**src/rtl/sdram_arbiter.sv**
```systemverilog
// sdram_arbiter: three-requester arbiter in front of a single SDRAM command channel.
// One grant at a time: IDLE selects a requester, BUSY waits for mem_ready or a
// timeout, DONE reports completion for one cycle before returning to IDLE.
// Optional feature: define SDRAM_ARBITER_RR_EN for round-robin selection; the
// default build uses fixed priority 0 > 1 > 2 and has no priority pointer.
module sdram_arbiter #(
  parameter int unsigned TIMEOUT_CYCLES = 255
) (
  input  logic        clk,
  input  logic        reset,
  input  logic [2:0]  req_valid,
  input  logic [80:0] req_addr,
  input  logic [95:0] req_din,
  input  logic [2:0]  req_rnw,
  input  logic [11:0] req_be,
  output logic [2:0]  req_ack,
  output logic [2:0]  req_done,
  output logic [31:0] rd_data,
  output logic        mem_req,
  output logic [26:0] mem_addr,
  output logic [31:0] mem_din,
  output logic        mem_rnw,
  output logic [3:0]  mem_be,
  input  logic        mem_ready,
  input  logic [31:0] mem_dout,
  output logic        timeout_err
);

  localparam int unsigned NREQ = 3;
  localparam int unsigned AW   = 27;
  localparam int unsigned DW   = 32;
  localparam int unsigned BW   = 4;
  localparam int unsigned CW   = 10;

  typedef enum logic [1:0] {
    IDLE = 2'd0,
    BUSY = 2'd1,
    DONE = 2'd2
  } state_t;

  state_t          state_q, state_d;
  logic [1:0]      gnt_q, gnt_d;
  logic [CW-1:0]   cnt_q, cnt_d;
  logic            mem_req_q, mem_req_d;
  logic [NREQ-1:0] req_ack_q, req_ack_d;
  logic [NREQ-1:0] req_done_q, req_done_d;
  logic [DW-1:0]   rd_data_q, rd_data_d;
  logic [AW-1:0]   mem_addr_q, mem_addr_d;
  logic [DW-1:0]   mem_din_q, mem_din_d;
  logic            mem_rnw_q, mem_rnw_d;
  logic [BW-1:0]   mem_be_q, mem_be_d;
  logic            timeout_err_q, timeout_err_d;

  logic            sel_found;
  logic [1:0]      sel_idx;
  logic [1:0]      sel_next;

`ifdef SDRAM_ARBITER_RR_EN
  logic [1:0]      ptr_q, ptr_d;
  logic [2:0]      cand_sum;
  logic [1:0]      cand;

  // Round-robin pick: scan p, p+1, p+2 (mod 3), first valid requester wins.
  always_comb begin
    sel_found = 1'b0;
    sel_idx   = 2'd0;
    cand_sum  = 3'd0;
    cand      = 2'd0;
    for (int k = 0; k < 3; k++) begin
      cand_sum = {1'b0, ptr_q} + 3'(k);
      cand     = (cand_sum >= 3'd3) ? 2'(cand_sum - 3'd3) : 2'(cand_sum);
      if (!sel_found && req_valid[cand]) begin
        sel_found = 1'b1;
        sel_idx   = cand;
      end
    end
  end
`else
  // Fixed priority pick: requester 0 beats 1 beats 2.
  always_comb begin
    sel_found = |req_valid;
    if (req_valid[0])      sel_idx = 2'd0;
    else if (req_valid[1]) sel_idx = 2'd1;
    else                   sel_idx = 2'd2;
  end
`endif

  // Index of the requester after the selected one, wrapping at 3.
  always_comb begin
    sel_next = (sel_idx == 2'd2) ? 2'd0 : 2'(sel_idx + 2'd1);
  end

  // Next-state and registered-output logic for the grant FSM.
  always_comb begin
    state_d       = state_q;
    gnt_d         = gnt_q;
    cnt_d         = cnt_q;
    mem_req_d     = 1'b0;
    req_ack_d     = '0;
    req_done_d    = '0;
    rd_data_d     = rd_data_q;
    mem_addr_d    = mem_addr_q;
    mem_din_d     = mem_din_q;
    mem_rnw_d     = mem_rnw_q;
    mem_be_d      = mem_be_q;
    timeout_err_d = timeout_err_q;
`ifdef SDRAM_ARBITER_RR_EN
    ptr_d         = ptr_q;
`endif
    case (state_q)
      IDLE: begin
        if (sel_found) begin
          state_d    = BUSY;
          gnt_d      = sel_idx;
          mem_req_d  = 1'b1;
          req_ack_d  = NREQ'(1) << sel_idx;
          mem_addr_d = req_addr[int'(sel_idx)*AW +: AW];
          mem_din_d  = req_din[int'(sel_idx)*DW +: DW];
          mem_rnw_d  = req_rnw[sel_idx];
          mem_be_d   = req_be[int'(sel_idx)*BW +: BW];
          // Counter reads 1 in the mem_req cycle, so it hits the limit
          // exactly TIMEOUT_CYCLES-1 cycles later and done lands one after.
          cnt_d      = CW'(1);
`ifdef SDRAM_ARBITER_RR_EN
          ptr_d      = sel_next;
`endif
        end
      end
      BUSY: begin
        // A ready in the mem_req cycle belongs to no command of ours.
        if (mem_ready && !mem_req_q) begin
          if (mem_rnw_q) rd_data_d = mem_dout;
          req_done_d = NREQ'(1) << gnt_q;
          state_d    = DONE;
        end else if (cnt_q >= CW'(TIMEOUT_CYCLES)) begin
          timeout_err_d = 1'b1;
          req_done_d    = NREQ'(1) << gnt_q;
          state_d       = DONE;
        end else begin
          cnt_d = cnt_q + CW'(1);
        end
      end
      DONE: begin
        state_d = IDLE;
        cnt_d   = '0;
      end
      default: begin
        state_d = IDLE;
      end
    endcase
  end

  // State and output registers with synchronous reset.
  always_ff @(posedge clk) begin
    if (reset) begin
      state_q       <= IDLE;
      gnt_q         <= 2'd0;
      cnt_q         <= '0;
      mem_req_q     <= 1'b0;
      req_ack_q     <= '0;
      req_done_q    <= '0;
      rd_data_q     <= '0;
      mem_addr_q    <= '0;
      mem_din_q     <= '0;
      mem_rnw_q     <= 1'b0;
      mem_be_q      <= '0;
      timeout_err_q <= 1'b0;
`ifdef SDRAM_ARBITER_RR_EN
      ptr_q         <= 2'd0;
`endif
    end else begin
      state_q       <= state_d;
      gnt_q         <= gnt_d;
      cnt_q         <= cnt_d;
      mem_req_q     <= mem_req_d;
      req_ack_q     <= req_ack_d;
      req_done_q    <= req_done_d;
      rd_data_q     <= rd_data_d;
      mem_addr_q    <= mem_addr_d;
      mem_din_q     <= mem_din_d;
      mem_rnw_q     <= mem_rnw_d;
      mem_be_q      <= mem_be_d;
      timeout_err_q <= timeout_err_d;
`ifdef SDRAM_ARBITER_RR_EN
      ptr_q         <= ptr_d;
`endif
    end
  end

  assign req_ack     = req_ack_q;
  assign req_done    = req_done_q;
  assign rd_data     = rd_data_q;
  assign mem_req     = mem_req_q;
  assign mem_addr    = mem_addr_q;
  assign mem_din     = mem_din_q;
  assign mem_rnw     = mem_rnw_q;
  assign mem_be      = mem_be_q;
  assign timeout_err = timeout_err_q;

endmodule
```
**config.mk**
```make
export PLATFORM = sky130hd
export DESIGN_NAME = sdram_arbiter
export DESIGN_NICKNAME = d
export VERILOG_FILES = /design/src/rtl/sdram_arbiter.sv
export SDC_FILE = /design/constraint.sdc
export NUM_CORES = 1
export LEC_CHECK = 0
export ABC_AREA = 0
export BUFFER_PORTS_ARGS = -buffer_cell sky130_fd_sc_hd__buf_2
export CORE_ASPECT_RATIO = 0.6
export CORE_UTILIZATION = 25
export CTS_CLUSTER_SIZE = 14
export DETAILED_ROUTE_END_ITERATION = 10
export GPL_TIMING_DRIVEN = 0
export SLEW_MARGIN = 10
export SYNTH_ARGS = -nofsm -noshare
export SYNTH_HDL_FRONTEND = slang
export SYNTH_SLANG_ARGS = --single-unit
```
**constraint.sdc**
```tcl
create_clock -name clk -period 4.7 [get_ports clk]
set_input_delay 0.94 -clock clk [delete_from_list [all_inputs] [get_ports clk]]
set_output_delay 0.94 -clock clk [all_outputs]
set_load 0.1 [all_outputs]
```
### Yosys cells after proc, flatten, opt, wreduce, memory -nomap -nowiden

Cells that the tools add are included.

| operators by class | value |
|---|---|
| $add $sub $neg | 1 |
| bitwise operators | 4 |
| reduce and logical (&&, ||, !) cells | 13 |
| multipliers | 1 |
| shift-type cells | 5 |
| eq/ne operators | 6 |
| muxes and demuxes | 15 |
| order comparisons | 2 |

Operator list:

| cell | count |
|---|---|
| indexed part select 96 x 8 -> 32 bit | 1 |
| indexed part select 81 x 8 -> 27 bit | 1 |
| 2-to-1 mux 10 bit | 3 |
| case mux 10 bit (3 select lines) | 1 |
| indexed part select 12 x 5 -> 4 bit | 1 |
| adder 10 x 1 -> 10 bit (second input constant) | 1 |
| greater-or-equal comparator 10 x 8 -> 1 bit (second input constant) | 1 |
| 2-to-1 mux 2 bit | 5 |
| multiplier 2 x 5 -> 7 bit (second input constant) | 1 |
| 2-to-1 mux 3 bit | 2 |
| != test 2 bit (second input constant) | 3 |
| AND reduction 3 bit | 2 |
| OR reduction 3 bit | 2 |
| << shifter 1 x 2 -> 3 bit (first input constant) | 2 |
| inverter 1 bit | 4 |
| case mux 2 bit (2 select lines) | 1 |
| AND reduction 2 bit | 2 |
| AND reduction 4 bit | 1 |
| OR reduction 2 bit | 2 |
| less-than comparator 2 x 3 -> 1 bit (second input constant) | 1 |
| != test 3 bit (second input constant) | 1 |
| nonzero test 3 bit | 1 |
| binary-select mux 1 bit (select 2 bit) | 1 |
| == test 2 x 1 -> 1 bit (second input constant) | 1 |
| 5 further kinds | 6 |

| word-level totals | value |
|---|---|
| bits of input ports | 230 |
| flip-flop bits (word level) | 118 |
| word-level logic and storage cells | 59 |

### Depth between registers and ports, before layout

| depth | value |
|---|---|
| depth in word-level cells | 4 |
| gate-level depth with buffers | 8 |
| depth with buffers taken out | 7 |

### Worst setup path before layout

No wires, ideal clock.

| timing | value |
|---|---|
| path type | flip-flop to flip-flop |
| start point | reg mem_req_q (netlist: mem_req) |
| end point | reg cnt_q[5] |
| setup time | 130 ps |
| path buffers | 0 |
| stages on the path, launching flop included | 6 |
| data required time | 4570 ps |
| data arrival time | 1985 ps |
| slack | 2584 ps |
| path through | dfxtp_1 -> nand2b_1 -> o211ai_4 -> mux2_4 -> o311ai_1 -> o31ai_1 |

| between the ends | value |
|---|---|
| longest elaborated chain between the ends | 4 |

RTL lines:

| what | RTL line | RTL |
|---|---|---|
| start: declaration | 44 | `logic mem_req_q, mem_req_d;` |
| start signal: assignment | 175 | `mem_req_q <= mem_req_d;` |
| logical NOT 1 bit | 131 | `if (mem_ready && !mem_req_q) begin` |
| logical AND 1 bit | 131 |  |
| != test 2 bit (no source line) | - |  |
| AND reduction 4 bit (no source line) | - |  |
| end signal: assignment | 174 | `cnt_q <= cnt_d;` |
| end: declaration | 43 | `logic [CW-1:0] cnt_q, cnt_d;` |

No other way between the ends.
A chain may end at the register's enable or synchronous reset.

### Final worst setup path

| timing | value |
|---|---|
| start point | in req_valid[0] |
| end point | reg mem_addr_q[14] (netlist: mem_addr[14]) |

| between the ends | value |
|---|---|
| longest elaborated chain between the ends | 3 |
| elaborated cells between the ends (all ways) | 5 |
| classes of those cells | mul: 1; shift: 1; mux: 1; reduce/logical: 2 |

RTL lines:

| what | RTL line | RTL |
|---|---|---|
| start: declaration | 11 | `input logic [2:0] req_valid,` |
| 2-to-1 mux 2 bit | 82 | `if (req_valid[0]) sel_idx = 2'd0;` |
| multiplier 2 x 5 -> 7 bit | 117 | `mem_addr_d = req_addr[int'(sel_idx)*AW +: AW];` |
| indexed part select 81 x 8 -> 27 bit | 117 |  |
| end signal: assignment | 179 | `mem_addr_q <= mem_addr_d;` |
| end: declaration | 48 | `logic [AW-1:0] mem_addr_q, mem_addr_d;` |

Several ways; a longest one is shown, not always the timed one.

==> impl_results.md <==
* Reg2Reg Depth at 7
* Share of the yosys chip area belonging to registers at 0.443
* CTS hold repair buffers at 0
* Layout Utilization at 0.387
* Die Area at 22000 um2
* CTS tree: built
* Final WL at 19.9 mm
* Htree depth at 4
* Root buffer cell: clkbuf_16
* Area delta synth->final at 48.4%
* DRC violations left at 0
* Endpoint class of the critical path: register
* Critical path class: input pin to register
* Worst-path clk slew at approximately 0.05 ns
* Fmax achieved at between 0.4 and 0.5 GHz
* Initial Util at 0.261
* Filler cell count at roughly 2200
* Status: completed
* FF/Latch Area at between 2000 and 2500 um2
* Most used flip-flop cell after synthesis: dfxtp_1
* Register bit total from synthesis at roughly 120
* Vias in the first global route at approximately 5600
* Synthesized netlist cell count at ~670
* Initial antenna violation count at 0
* Max Slew Vio Count at 0
* Hold path depth at 2
* Setup ws final at roughly 2.4 ns
* GP Congestion at about 0.87
* Max-cap violations at 0
* Total routing usage reported by global routing at 0.181
* Total Neg Setup Slack at 0 ns
* Post-synth EDFFs at 0
* WL per Instance at between 15 and 20 um
* Post-CTS Setup Bufs at 0
* Chip Width at about 190 um
* Layout cell share with drive strength beyond 1 at 0.382
* Critical-path maximum fanout at 10
* DR vias/cell at 4.52
* Worst VDD drop at between 0.3 and 0.4 mV
* # IOs at 334
* Largest net degree at the start of global routing at 17
* Final worst-path cycle share at 0.489
* Overflow after GRT at 0
* RSZ-0062 raised after global routing: no
* Post-CTS sizing at 0
* Layout Nets at ~1300
* Finished Layout Cells at 1301
* Synthesized area per cell at ~8.0 um2
* Antenna Cells at 0
* # setup viols final at 0
* Asr flop ratio synth at 0
* Worst-margin pin slew at roughly 0.83 ns
* Synth cell types at 44
* Number of port buffers at between 300 and 400
* CTS Buffer Depth at 2
* Skew final at 0.00798 ns
* Tmin final at about 2.3 ns
* Type of the tightest min-delay check: register to register
* Synth warn at 0
* Total CTS buffers at 17
* Setup WS pre-CTS at between 1.5 and 2 ns
* Pre-Repair DR Iteration Count at 4
* Area of the multi-input gates at ~2700 um2
* Worst slew margin at 0.447
* Cells after DPL at between 1000 and 1500
* Worst Setup Start Kind: input pin
* Pwr Total at just under 4 mW
* First-pass GRT wire length at between 20 and 30 mm
* Post-Syn Nets at roughly 900
* Crit path DAT at roughly 2.6 ns
* Cell Area, Synth at around 5300 um2
* Leakage dissipation at between 3 and 4 nW
* Core area at just over 20000 um2
* DP HPWL at about 16 mm
* PwrDens at around 500 nW/um2
* Antenna Nets Post-Route at 0
* Std-Cell Rows at 40
* Number of DRC markers in iteration 0 at 272
* Critical path data required time at between 5 and 6 ns
* Clock sinks at approximately 120
* Hold Violations, Final at 0
* Die Span Y at roughly 120 um
* Worst-skew pair later-pin latency at between 0.4 and 0.5 ns
* Vias post-DR at between 5000 and 6000
[flip-flops by register name, indices dropped and copies added, names as in the netlist, 2 cells and up]
| register | flops |
|---|---|
| gnt_q | 2 |
| mem_addr | 27 |
| mem_be | 4 |
| req_ack | 3 |
| req_done | 3 |
| state_q | 2 |
| mem_din | 32 |
| rd_data | 32 |
| cnt_q | 10 |
[worst max-delay path: stages]
cell	delay, ns
buf_2	0.11
buf_2	0.29
buf_2	0.33
clkbuf_1	0.64
a21oi_1	0.14
o21ai_0	0.18
[layout by cell type (no fill, tap or decap), types with 2 or more instances in the layout]
master	netlist	final
a21oi_1	93	93
a221o_1	5	5
a22oi_1	5	5
a311oi_1	2	2
a31oi_1	2	2
and2_1	3	3
and3_1	3	3
buf_2	17	349
buf_4	3	3
bufinv_16	0	3
clkbuf_1	25	28
clkbuf_16	0	17
clkbuf_2	2	2
clkinv_2	0	5
clkinvlp_4	0	2
dfxtp_1	118	118
ha_1	4	4
inv_1	6	6
mux2i_1	62	62
nand2_1	136	136
nand2b_1	2	2
nand3_1	6	6
nor2_1	73	73
nor2b_1	3	3
nor3_1	2	2
nor3_4	2	2
nor3b_1	2	2
o211ai_1	3	3
o21ai_0	65	65
o21ai_1	3	3
[final cells by class]
class	instances	share of cell area
multi-input cells	492	0.344
flip-flops and latches	118	0.298
repair buffers	332	0.210
clock buffers	21	0.0569
well taps	273	0.0431
plain buffers	49	0.0286
clock inverters	10	0.0164
inverters	6	0.00284
[metal layers]
metal / vias up / global-route usage / wire (um)
li1: 2983 / - / -
met1: 2670 / 0.226 / 9010
met2: 215 / 0.292 / 9000
met3: 19 / 0.0568 / 1600
met4: 0 / 0.0651 / 277
met5: - / 0 / 0
[worst paths after layout]
| kind | to | from | slack [ns] |
|---|---|---|---|
| min reg2reg | mem_addr[7]$_SDFFE_PP0N_ | mem_addr[7]$_SDFFE_PP0N_ | 0.45 |
| max reg2reg | rd_data[12]$_SDFFE_PP0P_ | state_q[1]$_SDFFE_PP0P_ | 2.78 |
| min | mem_addr[7]$_SDFFE_PP0N_ | mem_addr[7]$_SDFFE_PP0N_ | 0.45 |
| max | mem_addr[14]$_SDFFE_PP0N_ | req_valid[0] | 2.40 |
[power breakdown]
| part | switching [mW] | internal (mW) | total, mW | leakage, nW |
|---|---|---|---|---|
| clock network | 0.470 | 0.838 | 1.31 | 0.282 |
| registers | 0.0643 | 1.12 | 1.19 | 0.965 |
| logic | 1.17 | 0.300 | 1.48 | 2.61 |
[Yosys cell counts (4+ instances only)]
library cell | count | area (um2)
a21oi_1 | 93 | 465
a221o_1 | 5 | 50.1
a22oi_1 | 5 | 37.5
buf_2 | 17 | 85.1
clkbuf_1 | 25 | 93.8
dfxtp_1 | 118 | 2360
ha_1 | 4 | 50.1
inv_1 | 6 | 22.5
mux2i_1 | 62 | 621
nand2_1 | 136 | 510
nand3_1 | 6 | 30.0
nor2_1 | 73 | 274
o21ai_0 | 65 | 325
[logic make-up after synthesis]
| logic type | count (synthesis) | synth area share |
|---|---|---|
| compound gates | 189 | 0.198 |
| fa+ha+maj | 4 | 0.00938 |
| buf+inv | 55 | 0.0466 |
| flops | 118 | 0.443 |
| mux | 63 | 0.119 |
| simple gates | 236 | 0.184 |
[metrics by stage]
stage | hold slack (ns) | area, um2
final | 0.445 | 7920
after global routing | 0.457 | 7920
after CTS | 0.446 | 7920
after detailed placement | 0.437 | 7340
after global placement | 0.430 | 7340
after floorplan | 0.434 | 5340
Power figures use the tool's default switching activity.
